### config.mk
export PLATFORM = sky130hd
export DESIGN_NAME = pixel_readout
export DESIGN_NICKNAME = d
export VERILOG_FILES = /design/src/rtl/sensor_pkg.sv /design/src/rtl/pixel_readout_sync_fifo.sv /design/src/rtl/pixel_readout.sv
export SDC_FILE = /design/constraint.sdc
export NUM_CORES = 1
export LEC_CHECK = 0
export CORE_ASPECT_RATIO = 1.4
export CORE_UTILIZATION = 44
export CTS_CLUSTER_DIAMETER = 200
export CTS_CLUSTER_SIZE = 12
export DETAILED_ROUTE_END_ITERATION = 16
export DONT_BUFFER_PORTS = 1
export HOLD_SLACK_MARGIN = 0.12
export PLACE_DENSITY = 0.62
export SLEW_MARGIN = 20
export SYNTH_ARGS = -nofsm -noshare
export SYNTH_HDL_FRONTEND = slang
export SYNTH_SLANG_ARGS = --single-unit
### constraint.sdc
create_clock -name clk -period 3.54 [get_ports clk]
set_input_delay 0.708 -clock clk [delete_from_list [all_inputs] [get_ports clk]]
set_output_delay 0.708 -clock clk [all_outputs]
set_load 0.01 [all_outputs]
### src/rtl/sensor_pkg.sv
// Shared types and helpers for the sensor readout path.
// Imported by the readout top and its output FIFO.
package sensor_pkg;

   typedef enum logic [1:0] {RO_IDLE, RO_REF, RO_SIG} readout_state_t;

   // Index width that stays at least one bit even for a single-pixel frame.
   function automatic int idx_width(input int count);
      return (count > 1) ? $clog2(count) : 1;
   endfunction

endpackage

### src/rtl/pixel_readout_sync_fifo.sv
// Synchronous FIFO with a first-word-fall-through head and active-low sync reset.
// The head reads as zero while empty so downstream never sees stale RAM contents.
module sync_fifo
   import sensor_pkg::*;
#(
   parameter int WIDTH = 9,
   parameter int DEPTH = 4
) (
   input  logic             clk,
   input  logic             rst_ni,
   input  logic             push_i,
   input  logic [WIDTH-1:0] push_data_i,
   input  logic             pop_i,
   output logic [WIDTH-1:0] head_o,
   output logic             full_o,
   output logic             empty_o
);

   localparam int PW = $clog2(DEPTH);

   logic [WIDTH-1:0] mem_q [DEPTH];
   logic [PW-1:0]    wr_ptr_q;
   logic [PW-1:0]    rd_ptr_q;
   logic [PW:0]      count_q;
   logic             do_push;
   logic             do_pop;

   assign full_o  = (count_q == (PW + 1)'(DEPTH));
   assign empty_o = (count_q == '0);
   assign do_pop  = pop_i & ~empty_o;
   // A pop in the same cycle frees the slot a full FIFO needs for the push.
   assign do_push = push_i & (~full_o | do_pop);
   assign head_o  = empty_o ? '0 : mem_q[rd_ptr_q];

   always_ff @(posedge clk) begin
      if (!rst_ni) begin
         wr_ptr_q <= '0;
         rd_ptr_q <= '0;
         count_q  <= '0;
      end else begin
         if (do_push) wr_ptr_q <= wr_ptr_q + 1'b1;
         if (do_pop)  rd_ptr_q <= rd_ptr_q + 1'b1;
         count_q <= count_q + {{PW{1'b0}}, do_push} - {{PW{1'b0}}, do_pop};
      end
   end

   always_ff @(posedge clk) begin
      if (do_push) mem_q[wr_ptr_q] <= push_data_i;
   end

endmodule

### src/rtl/pixel_readout.sv
// Captures ADC samples during the sequencer READ phase, optionally applies
// correlated double sampling, and streams pixels out through a small FIFO.
module pixel_readout
   import sensor_pkg::*;
#(
   parameter int  PIXEL_COUNT = 4,
   parameter int  DATA_W      = 8,
   parameter int  FIFO_DEPTH  = 4,
   localparam int IDX_W       = idx_width(PIXEL_COUNT)
) (
   input  logic              clk,
   input  logic              reset,
   input  logic              erase,
   input  logic              cds,
   input  logic              read,
   input  logic [IDX_W-1:0]  pixel_select,
   input  logic [DATA_W-1:0] pixel_data,
   output logic [DATA_W-1:0] out_data,
   output logic              out_valid,
   input  logic              out_ready,
   output logic              out_last,
   output logic              overflow
);

   readout_state_t    state_q;
   logic              erase_q;
   logic              read_q;
   logic              cds_f_q;
   logic              overflow_q;
   logic [DATA_W-1:0] ref_mem [PIXEL_COUNT];

   logic              frame_start;
   logic              read_fall;
   logic              sel_ok;
   logic              ref_we;
   logic              push;
   logic              drop;
   logic              fifo_full;
   logic              fifo_empty;
   logic [DATA_W:0]   diff;
   logic [DATA_W-1:0] sig_val;
   logic [DATA_W:0]   head;

   assign frame_start = erase & ~erase_q;
   assign read_fall   = read_q & ~read;
   assign sel_ok      = int'(pixel_select) < PIXEL_COUNT;

   // The restart cycle itself captures nothing: the abandoned phase is over.
   assign ref_we = (state_q == RO_REF) & read & sel_ok & ~frame_start;
   assign push   = (state_q == RO_SIG) & read & sel_ok & ~frame_start;
   assign drop   = push & fifo_full & ~out_ready;

   // One extra bit keeps the sign so a dark signal above the reset level clamps to zero.
   assign diff    = {1'b0, ref_mem[pixel_select]} - {1'b0, pixel_data};
   assign sig_val = !cds_f_q ? pixel_data : (diff[DATA_W] ? '0 : diff[DATA_W-1:0]);

   always_ff @(posedge clk) begin
      if (ref_we) ref_mem[pixel_select] <= pixel_data;
   end

   always_ff @(posedge clk) begin
      if (!reset) begin
         state_q    <= RO_IDLE;
         erase_q    <= 1'b0;
         read_q     <= 1'b0;
         cds_f_q    <= 1'b0;
         overflow_q <= 1'b0;
      end else begin
         erase_q <= erase;
         read_q  <= read;
         if (frame_start) begin
            cds_f_q    <= cds;
            overflow_q <= 1'b0;
            state_q    <= cds ? RO_REF : RO_SIG;
         end else begin
            if (drop) overflow_q <= 1'b1;
            case (state_q)
               RO_REF:  if (read_fall) state_q <= RO_SIG;
               RO_SIG:  if (read_fall) state_q <= RO_IDLE;
               default: state_q <= RO_IDLE;
            endcase
         end
      end
   end

   sync_fifo #(
      .WIDTH (DATA_W + 1),
      .DEPTH (FIFO_DEPTH)
   ) u_fifo (
      .clk         (clk),
      .rst_ni      (reset),
      .push_i      (push),
      .push_data_i ({sig_val, pixel_select == IDX_W'(PIXEL_COUNT - 1)}),
      .pop_i       (out_ready),
      .head_o      (head),
      .full_o      (fifo_full),
      .empty_o     (fifo_empty)
   );

   assign out_valid = ~fifo_empty;
   assign out_data  = head[DATA_W:1];
   assign out_last  = head[0];
   assign overflow  = overflow_q;

endmodule

==> results of run 1 <==
[flip-flops by register name, indices dropped and copies added, names as in the netlist, named ones only]
register         flops
overflow             1
erase_q              1
cds_f_q              1
u_fifo.rd_ptr_q      2
u_fifo.count_q       3
state_q              2
ref_mem             32
read_q               1
u_fifo.wr_ptr_q      2
u_fifo.mem_q        36
[metrics by stage]
| stage | util, % | instance area, um2 | instances |
|---|---|---|---|
| 6_report | 51.07 | 4187 | 362 |
| 4_1_cts | 51.07 | 4187 | 362 |
| 3_5_place_dp | 47.04 | 3856 | 346 |
| 2_1_floorplan | - | 3741 | 249 |
| 3_3_place_gp | 47.04 | 3856 | 346 |
| 5_1_grt | 51.07 | 4187 | 362 |
[power breakdown]
group / switching (W) / leakage [nW] / internal [W]
sequential: 0.0000563 / 0.737 / 0.00110
clock: 0.000346 / 0.163 / 0.000656
combinational: 0.000188 / 0.555 / 0.000198
[logic make-up after synthesis]
| group | Yosys count | synth area share [%] |
|---|---|---|
| compound gates | 33 | 5.886 |
| xor+xnor | 9 | 2.107 |
| fa+ha+maj | 17 | 6.087 |
| buf+inv | 25 | 2.642 |
| flops | 83 | 62.61 |
| mux | 18 | 10.50 |
| simple gates | 64 | 10.17 |
[routing by layer]
metal | up-vias | global-route usage [%] | wire length [um] | part of all wire [%]
li1 | 941 | - | - | -
met1 | 962 | 17.76 | 2463 | 42
met2 | 44 | 24.73 | 3058 | 52
met3 | 11 | 4.938 | 198 | 3.4
met4 | 0 | 7.619 | 150 | 2.6
met5 | - | 0 | 0 | 0
[final timing paths]
kind / from / end / slack (ns) / cells past startpoint
max: pixel_select[0] / u_fifo.mem_q[0][7]$_DFFE_PP_ / 0.71 / 10
max reg2reg: ref_mem[3][0]$_DFFE_PP_ / u_fifo.mem_q[0][7]$_DFFE_PP_ / 0.73 / 10
min: pixel_data[4] / ref_mem[2][4]$_DFFE_PP_ / 0.47 / 0
min reg2reg: state_q[1]$_SDFFE_PN0P_ / state_q[1]$_SDFFE_PN0P_ / 0.50 / 2
[cells in the final DEF (no fill, tap or decap), types with 4 or more instances in the layout]
master	synthesis	layout
mux4_2	17	17
xor2_1	4	4
a21oi_1	5	5
o21ai_0	5	5
edfxtp_1	68	68
xnor2_1	5	5
clkbuf_16	0	9
nand2_1	18	18
a21boi_0	4	4
o22ai_1	4	4
nor2b_1	5	5
nor2_1	7	7
and2_2	4	4
ha_1	15	15
and2_1	15	15
dfxtp_1	15	15
inv_1	16	16
[worst max-delay path, stage by stage]
cell and delay, ns:
mux4_2 0.46, inv_1 0.08, ha_1 0.14, inv_1 0.05
fa_1 0.42, a211o_1 0.29, a21o_1 0.17, a21oi_1 0.17
xor2_1 0.08, o31ai_1 0.36
[cell type report]
type                       instances  area [um2]  share of cell area [%]
sequential                        83        2342                   55.95
multi-input combinational        141        1300                   31.05
tap                              102       127.6                   3.048
inverter                          17       63.81                   1.524
clock buffer                      12       256.5                   6.127
clock inverter                     4       73.82                   1.763
timing repair buffer               3       22.52                  0.5380
==> metrics, run 1 <==
status finished clean; top_reg_cell synth edfxtp_1; final clock skew just over 0.005 ns; number of remaining DRC errors 0; starting density of the core approximately 46%; TritonCTS clock tree yes; Hold Buf Count CTS 0; Nets around 290; Yosys reg bits 83; Core Box Area a little over 8000 um2; I/O pins 27; Fmax between 0.3 and 0.4 GHz; worst setup margin 0.7052 ns; Critical Setup Path Class in -> reg; pin count of the biggest net entering global routing 15; drt first-iter violations 96; ranking of synthesized cells by area edfxtp_1 55%, mux4_2 10%, dfxtp_1 8.0%; PwrDens ~610 nW/um2; clk root buf clkbuf_16; Final Hold Fails 0; minimum clock period around 2.8 ns; final WL 5.872 mm; cts bufs inserted 9; Setup Viol. Count Final 0; Worst-Skew Late Latency 0.33 ns; Post-CTS Resized 0; postcts setup bufs 0; initial antenna violation count 0; share of cells above drive strength 1 16.54%; RSZ-0062 raised after global routing false; antenna viol nets, final 0; most instantiated cells after synthesis 68 x edfxtp_1, 18 x nand2_1, 17 x mux4_2, 16 x inv_1; Post-synth EDFFs a little under 70; DPL Wire Length around 4.2 mm; vias in the first global route 1933; Synth warnings 0; Fin Hold WS between 0.4 and 0.5 ns; clock buffer depth 2; max-cap violations 0; CP Data Required Time roughly 3.6 ns; Peak VDD IR approximately 0.43 mV; final period utilization 80.08%; mapped cell area approximately 3700 um2; Critical Path Fanout Max 12; Ant. Diodes 0; layout overhead on the synthesized area 11.91%; Slew HR 51.05%; TritonCTS Sinks between 80 and 90; site row count 39; Worst Setup End Kind flip-flop; first-pass GRT wire length between 9 and 10 mm; pre-CTS setup slack between 0.3 and 0.4 ns; Hold Crit Class in -> reg; vias per cell 5.409; sequential fraction of the synthesis area between 60 and 70%; Mapped Nets ~280; H-tree levels 3; die area just under 9000 um2; Synth cell types between 40 and 50; Tot GR Track Use between 10% and 20%; syn avg cell area around 15 um2; most frequent cell after synthesis edfxtp_1; startpoint type of the worst setup path input port; leak pwr ~1.5 nW; top cell type's share of synthesized area 54.58%; grt ovf 0; DR vias roughly 2000; drt wl/cell approximately 16 um; setup_tns 0 ns; Filler Cell Count 708; Worst EP arrival ~3 ns; Max Slew Vio Count 0; Worst Tran Pin Value ~0.73 ns; die width 79.93 um; GPL Wtd Cong ~0.8; Initial DRT Pass Iterations 4; Mapped Cells between 200 and 250; Die H roughly 110 um; area leader, netlist edfxtp_1; FFs w/ async S/R, synth 0%; Design Power about 0.0025 W; CTS clk-pin slew, worst paths around 0.060 ns; Port Buffers 0
No activity file was read; power rests on OpenSTA's default activity.
==> run 2, diff against run 1 <==
Settings changed: PLACE_DENSITY 0.62 to 0.64.
Clock period 3.54 ns to 2.6 ns, I/O delays scaled along.
==> run 2 against run 1 <==
  * Hold slack worse by 0.18 ns
  * Power is 29% higher
  * Via count is 0.31% higher
  * Flip-flop and latch count stayed put
  * Clock skew is 0.00086 ns lower
  * Sequential power is 34% higher
  * Critical path depth stayed put
  * Count of clock-buffer cells in the layout is 2 lower
  * Register-to-register slack worse by 0.72 ns
  * Non-clock buffer count is 17 higher
  * Worst setup slack worse by 0.69 ns
  * Cell count is 4.7% higher
==> metrics, run 2 (synthesis gave the netlist of run 1 again) <==
TritonCTS clock tree yes; Net Sw Power 0.0008249 W (+40%); layout overhead on the synthesized area 16.45%; GPL Wtd Cong 0.7523 (-5.9%); clock buffer depth 2 (unchanged); Peak VDD IR 0.3844 mV (-10%); grt ovf 0 (unchanged); final core utilization 53.14% (+2.1 points); most common cell after layout, fill and taps aside edfxtp_1; fin area 4357 um2 (+4.1%); Tot GR Track Use 14.73% (-0.48 points); Top cell by count, worst path inv_2; Biggest register u_fifo.mem_q; H-tree levels 3 (unchanged); Reg power frac 47.1% (+1.7 points); DPL Wire Length 4.263 mm (+1.6%); CP Data Required Time 2.73 ns (-0.91 ns); drt first-iter violations 90 (-6.3%); Worst EP arrival 2.72 ns (-0.21 ns); Filler Cell Count 673 (-4.9%); Worst Tran Pin Value 0.5209 ns (-0.2107 ns); CP max stage delay 0.48 ns (+0.02 ns); CTS clk-pin slew, worst paths 0.06 ns (about the same); Max Slew Vio Count 0 (unchanged); DR vias 1964 (+0.31%); I/O pins 27 (unchanged); Reg area 2342 um2 (unchanged); max reg flops 36 (unchanged); met3 Resource Use GR 3.786% (-1.2 points); pin count of the biggest net entering global routing 15 (unchanged); PwrDens 753.6 nW/um2 (+24%); dpl cell area 4004 um2 (+3.8%); initial antenna violation count 0 (unchanged); Pint 0.002458 W (+26%); antenna viol nets, final 0 (unchanged); Worst Setup End Kind flip-flop; Slew HR 65.23% (+14 points); Core Box Area 8198 um2 (unchanged); first-pass GRT wire length 9.742 mm (+0.13%); crit-path cells mux4_2 -> inv_2 -> ha_4 -> inv_2 -> fa_2 -> a211o_1 -> a21o_1 -> a21oi_2 -> xor2_1 -> o31ai_2; final WL 5.927 mm (+0.94%); Port Buffers 0 (unchanged); Hold Buf Count CTS 0 (unchanged); Die H 111.1 um (unchanged); status finished clean; Setup Viol. Count Final 0 (unchanged); die area 8880 um2 (unchanged); Final Hold Fails 0 (unchanged); share of cells above drive strength 1 26.35% (+9.8 points); vias in the first global route 2033 (+5.2%); RSZ-0062 raised after global routing true; most used routing layer met2; M1 GR Usage 17.12% (-0.64 points); number of remaining DRC errors 0 (unchanged); crit-path leading delay family compound AO/OA/AOI/OAI gates; multi-input logic area 1411 um2 (+8.6%); Critical Path Fanout Max 4 (-8); GR Util met2 25.53% (+0.80 points); CP max-delay cell mux4_2; CP bufs+invs 2 (unchanged); Fmax 0.3863 GHz; Hold Crit Class in -> reg; leak pwr 1.519 nW (+4.5%); die width 79.93 um (unchanged); final period utilization between 90 and 100%; final clock skew 0.004216 ns (-0.0008589 ns); combinational share of power 19.6% (+4.4 points); Sw Ratio 25.12% (+1.9 points); starting density of the core 45.63% (unchanged); Nets 305 (+5.9%); Initial DRT Pass Iterations 4 (unchanged); drt wl/cell 15.64 um (-3.6%); cts bufs inserted 9 (unchanged); clock power share 33.3% (-6.1 points); clk root buf clkbuf_16; top flop regs u_fifo.mem_q x36, ref_mem x32, u_fifo.count_q x3; vias per cell 5.182 (-4.2%); site row count 39 (unchanged); Worst-Skew Late Latency 0.33 ns (about the same); Critical Setup Path Class reg -> reg; max-cap violations 0 (unchanged); startpoint type of the worst setup path flip-flop; commonest cells after routing, fill and taps aside 68 x edfxtp_1, 20 x buf_4, 18 x nand2_1, 17 x mux4_2; TritonCTS Sinks 83 (unchanged); Ant. Diodes 0 (unchanged); minimum clock period 2.589 ns
## run 2: cell types whose count changed in the layout (fill, tap and decap cells not counted), sizes merged
cell,delta
clkbuf,-2
clkinv,+2
buf,+17
bufinv,-2
clkinvlp,+2
## run 2: final timing paths
kind / startpoint / to / slack [ns] / cells past startpoint
worst max-delay path: ref_mem[3][0]$_DFFE_PP_ / u_fifo.mem_q[3][7]$_DFFE_PP_ / 0.01 / 10
worst min-delay path: pixel_data[1] / ref_mem[0][1]$_DFFE_PP_ / 0.29 / 0
worst max register to register: ref_mem[3][0]$_DFFE_PP_ / u_fifo.mem_q[3][7]$_DFFE_PP_ / 0.01 / 10
worst min register to register: state_q[1]$_SDFFE_PN0P_ / state_q[1]$_SDFFE_PN0P_ / 0.52 / 2
## run 2: what timing repair did
| action | CTS | global route |
|---|---|---|
| gates resized for setup | 1 | 11 |
| pin swaps | 0 | 3 |
| endpoints found under the hold margin | 0 | 0 |
| setup buffers | 1 | 0 |
| cloned | 0 | 0 |
| setup endpoints to repair | 8 | 32 |
## run 2: layer usage
| metal | wire, um | vias up |
|---|---|---|
| met5 | 0 | - |
| met4 | 89 | 0 |
| met3 | 193 | 6 |
| met2 | 3144 | 27 |
| met1 | 2500 | 957 |
| li1 | - | 974 |
## run 2: area by class of cell
cell class | instances | share of cell area (%)
clock buffers | 10 | 5.256
clock inverters | 6 | 0.7467
flip-flops and latches | 83 | 53.76
well taps | 102 | 2.929
repair buffers | 20 | 3.446
inverters | 17 | 1.465
multi-input cells | 141 | 32.40
## run 2: through the flow
step	setup WS (ns)	cells	total power [W]	setup TNS, ns	hold slack (ns)
floorplan	-0.08044	249	0.002068	-0.8264	0.4668
global placement	-0.1371	362	0.002194	-2.805	0.5067
detailed placement	-0.1896	362	0.002208	-4.303	0.5098
CTS	-0.009240	379	0.003297	-0.03694	0.2777
global route	-0.1174	379	0.003444	-2.413	0.2748
finish	0.01121	379	0.003283	0	0.2856
## run 2: power by group through the flow
stage	sequential, W	combinational [W]	clock, W
finish	0.00155	0.000644	0.00109
global route	0.00155	0.000728	0.00116
CTS	0.00155	0.000639	0.00111
detailed placement	0.00157	0.000634	0
global placement	0.00157	0.000622	0
floorplan	0.00155	0.000515	0
==> run 3, diff against run 2 <==
Settings changed: CELL_PAD_IN_SITES_DETAIL_PLACEMENT set to 1, CELL_PAD_IN_SITES_GLOBAL_PLACEMENT set to 2, CORE_UTILIZATION 44 to 41, PLACE_DENSITY 0.64 to 0.77.
==> run 3 against run 2 <==
  * The flow now finishes with violations (negative setup slack)
  * First-iteration DRC count increased by 20%
  * Final area shrank 1.6%
  * Cell count decreased by 0.26%
  * Clock power about the same
  * Worst setup slack worse by 0.043 ns
  * Critical path type unchanged
  * Largest power group unchanged
==> metrics, run 3 (synthesis gave the netlist of run 1 again) <==
status complete, but fails checks; failing checks negative setup slack; top flop regs u_fifo.mem_q x36, ref_mem x32, u_fifo.count_q x3; Worst Tran Pin Value 0.5174 ns (-0.003497 ns); CP max-delay cell mux4_2; starting density of the core 42.96% (-2.7 points); Core Box Area 8708 um2 (+6.2%); drt first-iter violations 108 (+20%); dpl cell area 3985 um2 (-0.47%); TritonCTS Sinks 83 (unchanged); initial antenna violation count 0 (unchanged); min-delay src pixel_data[2]; Placed Instances 362 (unchanged); max reg flops 36 (unchanged); Worst EP arrival 2.76 ns (+0.04 ns); worst setup margin -0.03144 ns (-0.04265 ns); Peak VDD IR 0.4282 mV (+11%); CTS clk-pin slew, worst paths 0.06 ns (about the same); Reg power frac 47.3% (+0.2 points); Critical Path Fanout Max 4 (unchanged); layout overhead on the synthesized area 14.58%; most common cell after layout, fill and taps aside edfxtp_1; die area 9516 um2 (+7.2%); crit-path cells mux4_2 -> inv_2 -> ha_4 -> inv_2 -> fa_2 -> a211o_1 -> a21o_1 -> a21oi_2 -> xor2_1 -> o31ai_2; leak pwr 1.494 nW (-1.7%); vias in the first global route 2223 (+9.3%); Max Slew Vio Count 0 (unchanged); fin cells 378 (-0.26%); Pint 0.002451 W (-0.32%); final WL 6.538 mm (+10%); GPL Wtd Cong 0.7516 (about the same); Slew HR 65.21% (about the same); site row count 40 (+2.6%); Net Sw Power 0.0008201 W (-0.59%); final clock skew 0.005841 ns (+0.001624 ns); Hold Crit Class in -> reg; Setup Viol. Count Final 8 (+8); pin count of the biggest net entering global routing 15 (unchanged); Worst-Skew Late Latency 0.34 ns (about the same); share of cells above drive strength 1 23.81% (-2.5 points); crit-path leading delay family compound AO/OA/AOI/OAI gates; Nets 302 (-0.98%); startpoint type of the worst setup path flip-flop; CP max stage delay 0.49 ns (about the same); die width 82.73 um (+3.5%); Final Hold Fails 0 (unchanged); DR vias 1981 (+0.87%); TritonCTS clock tree yes; first-pass GRT wire length 10.91 mm (+12%); clock buffer depth 2 (unchanged); cts bufs inserted 9 (unchanged); antenna viol nets, final 0 (unchanged); final core utilization 49.22% (-3.9 points); final period utilization 101.2% (+1.6 points); clock power share 33.5% (+0.2 points); Die H 115.0 um (+3.5%); Initial DRT Pass Iterations 4 (unchanged); worst r2r src ref_mem[3][0]$_DFFE_PP_; drt wl/cell 17.30 um (+11%); minimum clock period 2.631 ns (+0.04265 ns); DPL Wire Length 4.871 mm (+14%); PwrDens 763.0 nW/um2 (+1.2%); commonest cells after routing, fill and taps aside 68 x edfxtp_1, 18 x nand2_1, 17 x mux4_2, 17 x buf_4; RSZ-0062 raised after global routing true; fin area 4287 um2 (-1.6%); max-cap violations 0 (unchanged); vias per cell 5.241 (+1.1%); Ant. Diodes 0 (unchanged); clk root buf clkbuf_16; CP Data Required Time 2.73 ns (about the same); Fmax 0.3800 GHz (-1.6%); Sw Ratio 25.07% (-0.050 points); Worst Setup End Kind flip-flop; H-tree levels 3 (unchanged); Top cell by count, worst path inv_2; Port Buffers 0 (unchanged); I/O pins 27 (unchanged); grt ovf 0 (unchanged); combinational share of power 19.2% (-0.4 points); Crit. Startpoint ref_mem[3][0]$_DFFE_PP_; number of remaining DRC errors 0 (unchanged); Biggest register u_fifo.mem_q; Hold Buf Count CTS 0 (unchanged); CP bufs+invs 2 (unchanged); Critical Setup Path Class reg -> reg; Tot GR Track Use 16.23% (+1.5 points); Design Power 0.003271 W (-0.39%)
-- run 3: area by class of cell --
| cell class | instances | area (um2) |
|---|---|---|
| tap | 105 | 131.4 |
| inverter | 17 | 63.81 |
| timing repair buffer | 17 | 127.6 |
| fill | 882 | 4422 |
| sequential | 83 | 2342 |
| clock buffer | 12 | 236.5 |
| multi-input combinational | 141 | 1369 |
| clock inverter | 3 | 16.27 |
-- run 3: timing repair --
action,4_1_cts,5_1_grt
pin swaps,0,1
buffers inserted,1,0
setup endpoints to repair,28,32
gates resized for setup,2,5
-- run 3: path summary, 6_finish.rpt --
| kind | endpoint | slack, ns | depth (start not counted) |
|---|---|---|---|
| worst min register to register | state_q[1]$_SDFFE_PN0P_ | 0.51 | 2 |
| worst max register to register | u_fifo.mem_q[1][7]$_DFFE_PP_ | -0.03 | 10 |
| worst min-delay path | ref_mem[3][2]$_DFFE_PP_ | 0.28 | 0 |
| worst max-delay path | u_fifo.mem_q[1][7]$_DFFE_PP_ | -0.03 | 10 |
-- run 3: stage by stage --
step	setup slack, ns	hold slack [ns]	setup TNS (ns)
after floorplan	-0.08044	0.4668	-0.8264
after global placement	-0.1489	0.4946	-3.480
after detailed placement	-0.2692	0.5025	-5.857
after CTS	-0.05010	0.2652	-0.8380
after global routing	-0.1437	0.2620	-2.691
final	-0.03144	0.2770	-0.1659
-- run 3: power groups by stage --
stage / logic (W) / registers [W] / clock network, W
global route: 0.000722 / 0.00156 / 0.00118
global placement: 0.000620 / 0.00157 / 0
detailed placement: 0.000637 / 0.00158 / 0
finish: 0.000628 / 0.00155 / 0.00110
CTS: 0.000646 / 0.00155 / 0.00113
floorplan: 0.000515 / 0.00155 / 0
-- run 3: per-layer routing --
layer,GRT usage [%],up-vias,wire [um]
met5,0,-,0
met4,7.126,0,73
met3,5.238,6,213
met2,28.14,29,3536
met1,17.77,979,2714
li1,-,967,-
